## src/rtl/stream_demux_pkg.sv

```systemverilog
// Shared types and helpers for the registered stream demultiplexer.
package stream_demux_pkg;

  typedef enum logic {
    MODE_ADDR = 1'b0,
    MODE_RR   = 1'b1
  } mode_e;

  // Select width for n channels; never narrower than one bit.
  function automatic int unsigned calc_selw(input int unsigned n);
    return (n < 2) ? 1 : $clog2(n);
  endfunction

endpackage

```

## src/rtl/demux_slot.sv

```systemverilog
// One-entry holding register for a single output channel.
module demux_slot
  import stream_demux_pkg::*;
#(
  parameter int unsigned WIDTH = 8
) (
  input  logic             clk_i,
  input  logic             rst_i,
  input  logic             load_i,
  input  logic [WIDTH-1:0] data_i,
  input  logic             ready_i,
  output logic             valid_o,
  output logic [WIDTH-1:0] data_o
);

  logic             valid_q, valid_d;
  logic [WIDTH-1:0] data_q, data_d;

  // A load wins over a same-cycle drain; a drain leaves the data in place.
  always_comb begin
    valid_d = valid_q;
    data_d  = data_q;
    if (load_i) begin
      valid_d = 1'b1;
      data_d  = data_i;
    end else if (valid_q && ready_i) begin
      valid_d = 1'b0;
    end
  end

  // Holding register state.
  always_ff @(posedge clk_i or posedge rst_i) begin
    if (rst_i) begin
      valid_q <= 1'b0;
      data_q  <= '0;
    end else begin
      valid_q <= valid_d;
      data_q  <= data_d;
    end
  end

  assign valid_o = valid_q;
  assign data_o  = data_q;

endmodule

```

## src/rtl/stream_demux_n.sv

```systemverilog
// Registered 1-to-NCH valid/ready demultiplexer, addressed or round-robin routing.
module stream_demux_n
  import stream_demux_pkg::*;
#(
  parameter int unsigned WIDTH = 8,
  parameter int unsigned NCH   = 4,
  parameter int unsigned SELW  = calc_selw(NCH)
) (
  input  logic                 clk,
  input  logic                 rst,
  input  logic                 mode,
  input  logic                 in_valid,
  output logic                 in_ready,
  input  logic [WIDTH-1:0]     in_data,
  input  logic [SELW-1:0]      in_sel,
  output logic [NCH-1:0]       out_valid,
  input  logic [NCH-1:0]       out_ready,
  output logic [NCH*WIDTH-1:0] out_data,
  output logic                 sel_err,
  output logic [SELW-1:0]      rr_ptr
);

  localparam logic [SELW:0]   NchExt  = (SELW+1)'(NCH);
  localparam logic [SELW-1:0] LastPtr = SELW'(NCH - 1);

  mode_e           mode_sel;
  logic [SELW-1:0] tgt;
  logic            tgt_ok;
  logic            accept;
  logic [NCH-1:0]  load;
  logic [SELW-1:0] rr_ptr_q, rr_ptr_d;
  logic            sel_err_q, sel_err_d;

  assign mode_sel = mode_e'(mode);

  // Target select and acceptance; an out-of-range target is always ready so it gets dropped.
  always_comb begin
    tgt      = (mode_sel == MODE_RR) ? rr_ptr_q : in_sel;
    tgt_ok   = ({1'b0, tgt} < NchExt);
    in_ready = 1'b1;
    for (int k = 0; k < int'(NCH); k++) begin
      if (tgt == SELW'(k)) in_ready = ~out_valid[k] | out_ready[k];
    end
    accept = in_valid & in_ready;
    load   = '0;
    for (int k = 0; k < int'(NCH); k++) begin
      load[k] = accept & (tgt == SELW'(k));
    end
  end

  // Pointer wraps at NCH-1 so non-power-of-two channel counts never reach a dead slot.
  always_comb begin
    rr_ptr_d = rr_ptr_q;
    if (accept && (mode_sel == MODE_RR)) begin
      rr_ptr_d = (rr_ptr_q == LastPtr) ? '0 : rr_ptr_q + SELW'(1);
    end
    sel_err_d = accept & ~tgt_ok;
  end

  // Pointer and error-pulse registers.
  always_ff @(posedge clk or posedge rst) begin
    if (rst) begin
      rr_ptr_q  <= '0;
      sel_err_q <= 1'b0;
    end else begin
      rr_ptr_q  <= rr_ptr_d;
      sel_err_q <= sel_err_d;
    end
  end

  assign rr_ptr  = rr_ptr_q;
  assign sel_err = sel_err_q;

  for (genvar k = 0; k < int'(NCH); k++) begin : g_slot
    demux_slot #(
      .WIDTH(WIDTH)
    ) u_slot (
      .clk_i  (clk),
      .rst_i  (rst),
      .load_i (load[k]),
      .data_i (in_data),
      .ready_i(out_ready[k]),
      .valid_o(out_valid[k]),
      .data_o (out_data[k*WIDTH +: WIDTH])
    );
  end

endmodule
```

## config.mk

```make
export PLATFORM = sky130hd
export DESIGN_NAME = stream_demux_n
export DESIGN_NICKNAME = d
export VERILOG_FILES = /design/src/rtl/stream_demux_pkg.sv /design/src/rtl/demux_slot.sv /design/src/rtl/stream_demux_n.sv
export SDC_FILE = /design/constraint.sdc
export NUM_CORES = 1
export LEC_CHECK = 0
export ABC_CLOCK_PERIOD_IN_PS = 2400
export BUFFER_PORTS_ARGS = -buffer_cell sky130_fd_sc_hd__buf_2
export CAP_MARGIN = 5
export CORE_ASPECT_RATIO = 0.8
export CORE_UTILIZATION = 49
export DETAILED_ROUTE_END_ITERATION = 10
export GPL_TIMING_DRIVEN = 1
export PLACE_DENSITY = 0.79
export SYNTH_ARGS = -nofsm -noshare
export SYNTH_HDL_FRONTEND = slang
export SYNTH_SLANG_ARGS = --single-unit
```

## constraint.sdc

```tcl
create_clock -name clk -period 2.4 [get_ports clk]
set_input_delay 0.12 -clock clk [delete_from_list [all_inputs] [get_ports clk]]
set_output_delay 0.12 -clock clk [all_outputs]
set_load 0.02 [all_outputs]
```

# ---- Word-level counts from Yosys, hierarchy flattened
# Index checks and enable logic that the tools add are counted.
dict set report word_totals {
  wordCells 51
  reg_bits 38
  input_bits 18
  out_inout_bits 40
}
dict set report classes {
  reduce_logical 10
  eq_ne 4
  n_mux 14
  add_sub_neg 1
  bitwise 13
}
# operator count
set op_table {}
lappend op_table {{1-bit two-way mux} 12}
lappend op_table {{2-bit nonzero test} 4}
lappend op_table {{2-bit equality test (second input constant)} 3}
lappend op_table {{1-bit bitwise AND} 5}
lappend op_table {{1-bit logical AND} 5}
lappend op_table {{2-bit two-way mux} 2}
lappend op_table {{1-bit NOT} 4}
lappend op_table {{1-bit bitwise OR} 4}
lappend op_table {{2-bit by 1-bit adder with 2-bit output (second input constant)} 1}
lappend op_table {{2-bit by 1-bit equality test with 1-bit output (second input constant)} 1}
lappend op_table {{2-bit logical NOT} 1}

# ---- Depth between registers and ports, before layout
# Gate-level depths: netlist of the first run.
dict set report logic_depth {
  ltp_word 9
  ltp_mapped 6
  depth_no_buf 5
}

# ---- Cells and area by module
# A second synthesis of the first run with hierarchy kept.
dict set report unflattened {
  cells_unflattened 117
  hier_area_um2 1745.4
}
# module area_each_um2 instances seq_area_each_um2 cells_each
set modules_own_cells {}
lappend modules_own_cells {demux_slot 372.9 4 225.2 21}
lappend modules_own_cells {stream_demux_n 254.0 1 50.0 33}

# ---- Worst setup path before layout of the first run
# Ideal clock, no wire load.
dict set report synth_path {
  path_type {reg-to-reg}
  startpoint {reg rr_ptr_q[0] (netlist: rr_ptr[0])}
  endpoint {reg rr_ptr_q[1] (netlist: rr_ptr[1])}
  arrival_ps 1639
  path_buffers 0
  setup_time_ps 128
  setup_slack_ps 634
  required_ps 2272
  path_stages_with_launch 5
  synth_period_minus_slack_ps 1766
  path_cell_list {dfrtp_1 > a32o_1 > a222oi_1 > nor2_1 > mux2_1}
}
dict set report synth_via {
  elab_chain_cells 8
  elab_cells_between_ends 14
  classes_between {add/sub (1); eq/ne (4); mux (6); bitwise (1); reduce/logical (2)}
}
# item line_no
set synth_lines {}
lappend synth_lines {{from (decl)} stream_demux_n.sv:31} ;# logic [SELW-1:0] rr_ptr_q, rr_ptr_d;
lappend synth_lines {{from (signal assigned)} stream_demux_n.sv:66} ;# rr_ptr_q <= rr_ptr_d;
lappend synth_lines {{2-bit two-way mux} stream_demux_n.sv:38} ;# tgt = (mode_sel == MODE_RR) ? rr_ptr_q : in_sel;
lappend synth_lines {{2-bit logical NOT} stream_demux_n.sv:42} ;# if (tgt == SELW'(k)) in_ready = ~out_valid[k] | out_ready[k];
lappend synth_lines {{1-bit two-way mux (4 in series)} stream_demux_n.sv:42}
lappend synth_lines {{1-bit bitwise AND} stream_demux_n.sv:44} ;# accept = in_valid & in_ready;
lappend synth_lines {{1-bit logical AND} stream_demux_n.sv:54} ;# if (accept && (mode_sel == MODE_RR)) begin
# Several ways; a longest one is shown, not always the timed one.
# A chain may end at the register's enable or synchronous reset.

# ---- Worst setup path in the final report of the first run
dict set report layout_path {
  startpoint {reg rr_ptr_q[0] (netlist: rr_ptr[0])}
  endpoint {out in_ready}
}
dict set report layout_via {
  elab_chain_cells 6
  elab_cells_between_ends 9
  classes_between {eq/ne (3); mux (5); reduce/logical (1)}
}
# item line_no
set layout_lines {}
lappend layout_lines {{2-bit two-way mux *} stream_demux_n.sv:38}
lappend layout_lines {{2-bit logical NOT} stream_demux_n.sv:42}
lappend layout_lines {{1-bit two-way mux (3 in series)} stream_demux_n.sv:42}
lappend layout_lines {{1-bit two-way mux *} stream_demux_n.sv:42}
lappend layout_lines {{to (decl)} stream_demux_n.sv:13} ;# output logic in_ready,
# Every way passes the cells marked *; elsewhere a longest branch is shown, timed or not.

==> flow_summary.ini, run 1 <==
[run_status]
outcome = completed

[die]
die_x_um = 66.8
core_area_mm2 = 0.00315
initial_core_util = 0.523
floorplan.io_pins = 58
die_area_mm2 = 0.00360
floorplan.rows = 18
die_y_um = 53.9

[drt]
detail-route-antenna-nets = 0
route.detailed.vias_per_inst = 5.23
drt_first_pass_iters = 4
drc_violations_left = 0
routedWlPerCell_um = 15.2
via_count = 1134
detail_route.iter0.violations = 50
finalWirelength_mm = 3.29

[final_layout]
finalCoreUtilization = 0.651
fin_area_mm2 = 0.00205
num_antenna_cells = 0
design.final.nets = 195
layout.area.seq_um2 = 951
n_fill_cell = 248
area_of_the_multi_input_gates_um2 = 626
stdcell_count = 217
layout-drive-gt1-share = 0.588
syn_to_final_growth_pct = 24.6

[sta]
finalSetupTns_ns = 0
period_share = 0.856
grt_setup_unrepaired = false
final_max_slew_viol_count = 0
max_freq_mhz = 487
number_of_setup_violations_in_the_final_report = 0
finalHoldViolCount = 0
fin_worst_hold_slack_ns = 0.0262
finalClockSkew_ns = 0.00559
period_needed_ns = 2.06

[job]
max-cap-violations = 0

[global_route]
final_global_route_overflow_total = 0
first_global_vias = 1042
grt_start_max_net_pins = 39
antenna_found_initial = 0
grt_util_all_layers = 0.201
global_route_wire_length_before_repair_mm = 4.97

[clock_network]
insertion_delay_ns = 0.29
post_cts.resized_instances = 0
max-clock-path-buffers = 2
cts_buffers = 5
clock-root-buffer = sky130_fd_sc_hd__clkbuf_8
tritoncts = done
cts_hold_buf = 1
cts.clk_slew.worst_paths_ns = 0.07
htree_num_levels = 2
clock_sink_count = 38
cts_post_setup_buffers_inserted = 0

[setup_path]
chain_of_cells_forming_the_critical_path = a32o_1, a222oi_1, inv_1, buf_2
path_class = flip-flop to primary output
crit_path_start_kind = flip-flop
critPathMaxFanout = 8
worst-endpoint-arrival_ns = 1.94
critical_path.endpoint_type = primary output
required_ns = 2.28
cp_slowest_cell = sky130_fd_sc_hd__a222oi_1
critical_path.max_stage_delay_ns = 0.51
worstPathBufferInverterCount = 2
cp_top_family = compound AO/OA/AOI/OAI gates

[placed_design]
placed_cells_incl_taps = 208
final_weighted_congestion_of_routability_driven_global_placement = 0.799
dpl-instance-area_mm2 = 0.00193
dp_hpwl_mm = 2.41
buffer_ports.inserted = 56

[synthesis]
synth_top_area_frac = 0.577
synth_top_cell_by_area = sky130_fd_sc_hd__dfrtp_1
synth_area_per_cell_um2 = 14.0
ys_seq_elements = 38
netlist_area_mm2 = 0.00165
synth_top_cells_by_count = 38 x sky130_fd_sc_hd__dfrtp_1, 32 x sky130_fd_sc_hd__mux2_2, 7 x sky130_fd_sc_hd__nand2_1
yosys.cell_types.count = 28
ys_async_sr_fraction = 1.00
netlist_top_cells_area = sky130_fd_sc_hd__dfrtp_1 58%, sky130_fd_sc_hd__mux2_2 22%, sky130_fd_sc_hd__buf_4 2.3%
synth_edf_count = 0
yosys_warnings = 0
synth.net_count = 137
postSynth.topFlopCell = sky130_fd_sc_hd__dfrtp_1
gate_count_of_the_mapped_netlist = 118
share_of_synthesized_area_occupied_by_flip_flops_and_latches = 0.577
synthMostInstantiatedCell = sky130_fd_sc_hd__dfrtp_1

[power]
power_frac_seq = 0.392
power_switching_mw = 1.13
power.clock.fraction = 0.173
internal_power_mw = 1.76
vdd_ir_drop_max_mv = 0.799
sw_frac_of_total = 0.391
powerDensity_mw_per_mm2 = 1410
power.leakage_nw = 1.00
p_comb_frac = 0.435

[min_path]
hold_class = input port to flip-flop
stage by stage:
| stage | total power, mW | worst slack (ns) |
|---|---|---|
| final | 2.89 | 0.345 |
| after global routing | 3.07 | 0.225 |
| after CTS | 2.93 | 0.348 |
| after detailed placement | 2.42 | 0.559 |
| after global placement | 2.36 | 0.638 |
| after floorplan | 1.99 | 0.634 |
path summary, 6_finish.rpt:
check | startpoint | endpoint | slack, ns | cells after the start
worst max register to register | rr_ptr[0] | rr_ptr[1] | 0.54 | 4
max in group asynchronous | rst | g_slot[1].u_slot.data_o[5] | 1.60 | 4
worst min register to register | g_slot[3].u_slot.data_o[5] | g_slot[3].u_slot.data_o[5] | 0.51 | 1
worst min-delay path | out_ready[0] | g_slot[0].u_slot.valid_o | 0.03 | 2
min in group asynchronous | rst | g_slot[0].u_slot.valid_o | 0.47 | 4
worst max-delay path | rr_ptr[0] | in_ready | 0.34 | 4
routing by layer:
| metal | vias to the layer above | track usage | wire length, µm |
|---|---|---|---|
| li1 | 524 | - | - |
| met1 | 552 | 0.246 | 1370 |
| met2 | 51 | 0.311 | 1630 |
| met3 | 7 | 0.0720 | 203 |
| met4 | 0 | 0.110 | 79 |
| met5 | - | 0 | 0 |
worst register-to-register path, stage by stage (launching register included):
cell,delay [ns]
sky130_fd_sc_hd__dfrtp_1,0.47
sky130_fd_sc_hd__a32o_1,0.36
sky130_fd_sc_hd__a222oi_1,0.51
sky130_fd_sc_hd__nor2_1,0.09
sky130_fd_sc_hd__mux2_1,0.32
state kept, by name, indices dropped and copies added, names as in the netlist:
name                   cells
g_slot.u_slot.data_o      32
g_slot.u_slot.valid_o      4
rr_ptr                     2
layout by cell type, fill, tap and decap left out, drive strengths merged, types with 2 or more instances in the layout:
cell type / n
a21oi: 4
a32o: 2
and2b: 2
buf: 57
clkbuf: 8
dfrtp: 38
inv: 5
mux2: 33
mux2i: 2
nand2: 7
nand2b: 2
nor2: 2
nor3: 2
o21ai: 2
kinds of logic (layout without fill, tap and decap cells):
logic type | after synthesis | count (layout) | synth area share
AOI/OAI and AO/OA | 13 | 13 | 0.0729
and+or+nand+nor | 18 | 18 | 0.0592
DFF | 38 | 38 | 0.577
buffers and inverters | 12 | 71 | 0.0433
other | 1 | 1 | 0.00228
adders and majority gates | 1 | 1 | 0.00759
muxes | 35 | 35 | 0.238
power by group through the flow:
stage                     Combinational, mW  Clock (mW)  Sequential (mW)
after floorplan                       0.498           0             1.49
after global placement                 1.24           0             1.12
after detailed placement               1.27           0             1.14
after CTS                              1.28       0.514             1.14
after global routing                   1.36       0.542             1.17
final                                  1.26       0.502             1.13
cell type report:
cell class | instances | area share
flip-flops and latches | 38 | 0.463
multi-input cells | 68 | 0.305
repair buffers | 58 | 0.145
clock buffers | 8 | 0.0536
well taps | 40 | 0.0244
inverters | 5 | 0.00914
(Power assumes the default switching activity.)
==> inputs of run 2 (changes only) <==
ABC_CLOCK_PERIOD_IN_PS = 2060   (was 2400)
clock period = 2.06 ns   (was 2.4 ns; I/O delays follow)
==> run 2 against run 1 <==
Against the previous run:
- final cell count stayed put
- worst hold slack worse by 0.0046 ns
- first-iteration DRC count is 44% higher
- sequential power is 17% higher
- die area stayed put
- clock power is 23% higher
- sequential share of layout area hardly changed
- flip-flop and latch count stayed put
==> flow_summary.ini, run 2 (synthesized netlist as in run 1, its figures left out) <==
[run_status]
outcome = completed

[power]
powerDensity_mw_per_mm2 = 1660
power.leakage_nw = 1.00
vdd_ir_drop_max_mv = 1.06

[sta]
finalHoldViolCount = 0
max_freq_mhz = 517
final_max_slew_viol_count = 0
grt_setup_unrepaired = false
fin_worst_hold_slack_ns = 0.0216
period_needed_ns = 1.94
finalClockSkew_ns = 0.00822
period_share = 0.940
number_of_setup_violations_in_the_final_report = 0
finalSetupTns_ns = 0

[clock_network]
post_cts.resized_instances = 0
cts.clk_slew.worst_paths_ns = 0.07
clock_sink_count = 38
insertion_delay_ns = 0.29
htree_num_levels = 2
clock-root-buffer = sky130_fd_sc_hd__clkbuf_8
cts_buffers = 5
cts_post_setup_buffers_inserted = 0
max-clock-path-buffers = 2
tritoncts = done
cts_hold_buf = 1

[placed_design]
dp_hpwl_mm = 2.48
buffer_ports.inserted = 56
final_weighted_congestion_of_routability_driven_global_placement = 0.858
dpl-instance-area_mm2 = 0.00193

[final_layout]
num_antenna_cells = 0
most-common-layout-cells = 56 x sky130_fd_sc_hd__buf_2, 38 x sky130_fd_sc_hd__dfrtp_1, 32 x sky130_fd_sc_hd__mux2_2
syn_to_final_growth_pct = 24.5
n_fill_cell = 248
finalCoreUtilization = 0.651
fin_area_mm2 = 0.00205
layout-drive-gt1-share = 0.588
layout_commonest_cell = sky130_fd_sc_hd__buf_2
design.final.nets = 195
largest_reg_flops = 32

[global_route]
grt_start_max_net_pins = 39
first_global_vias = 1062
global_route_wire_length_before_repair_mm = 5.14
grt_util_all_layers = 0.211
final_global_route_overflow_total = 0
antenna_found_initial = 0

[setup_path]
critical_path.endpoint_type = primary output
crit_path_start_kind = flip-flop
worst-endpoint-arrival_ns = 1.83
setup.reg_to_reg.worst_slack_ns = 0.21
reg2reg_launch_point = rr_ptr[0]
required_ns = 1.96
critPathMaxFanout = 8
rr_endpoint = g_slot[0].u_slot.data_o[1]
r2r.worst_path.cells = 4
path_class = flip-flop to primary output

[die]
initial_core_util = 0.523
floorplan.io_pins = 58
floorplan.rows = 18
die_area_mm2 = 0.00360
die_x_um = 66.8
core_area_mm2 = 0.00315
die_y_um = 53.9

[drt]
detail_route.iter0.violations = 72
route.detailed.vias_per_inst = 5.21
finalWirelength_mm = 3.38
routedWlPerCell_um = 15.6
drc_violations_left = 0
via_count = 1130
detail-route-antenna-nets = 0
drt_first_pass_iters = 4

[job]
max-cap-violations = 0

[min_path]
min_delay_worst_endpoint = g_slot[0].u_slot.valid_o
hold_class = input port to flip-flop
hold_start = out_ready[0]
timing.hold.worst_path_depth = 2
## run 2: cell types whose count changed in the layout (fill, tap and decap cells not counted)
cell	previous run	this run
sky130_fd_sc_hd__clkbuf_8	8	5
sky130_fd_sc_hd__clkinv_2	0	2
sky130_fd_sc_hd__bufinv_16	0	1
## run 2: critical path: stages, from the launching register on
cell                       delay (ns)
sky130_fd_sc_hd__dfrtp_1         0.47
sky130_fd_sc_hd__a32o_1          0.36
sky130_fd_sc_hd__a222oi_1        0.47
sky130_fd_sc_hd__inv_1           0.07
sky130_fd_sc_hd__buf_2           0.17
## run 2: stage by stage
stage	power, mW	worst slack, ns	cells
after floorplan	2.32	0.294	118
after global placement	2.75	0.300	208
after detailed placement	2.82	0.223	208
after CTS	3.44	0.115	217
after global routing	3.62	0.00952	217
final	3.41	0.125	217
## run 2: report_power, final
group / internal [mW] / leakage, nW / switching [mW] / total [mW]
logic: 0.611 / 0.490 / 0.866 / 1.48
registers: 1.11 / 0.455 / 0.211 / 1.32
clock network: 0.356 / 0.0579 / 0.260 / 0.616
total: 2.07 / 1.00 / 1.34 / 3.41
## run 2: layout make-up
class	count	area, µm²	share of cell area
clock buffer	5	68.8	0.0335
timing repair buffer	58	298	0.145
tap	40	50.0	0.0244
multi-input combinational	68	626	0.305
sequential	38	951	0.463
clock inverter	3	40.0	0.0195
inverter	5	18.8	0.00915
## run 2: per-layer routing
| metal | part of all wire | global-route usage |
|---|---|---|
| met3 | 0.077 | 0.0911 |
| met2 | 0.48 | 0.318 |
| met1 | 0.43 | 0.261 |
| met4 | 0.012 | 0.106 |
| met5 | 0 | 0 |
## run 2: worst max path at each step
stage                          from                    endpoint  slack, ns  depth (start not counted)
after floorplan           rr_ptr[0]                   rr_ptr[1]       0.29                          4
after global placement    rr_ptr[0]                   rr_ptr[1]       0.30                          4
after detailed placement  rr_ptr[1]  g_slot[0].u_slot.data_o[1]       0.22                          4
after CTS                 rr_ptr[0]                    in_ready       0.12                          4
after global routing      rr_ptr[0]                    in_ready       0.01                          4
final                     rr_ptr[0]                    in_ready       0.12                          4
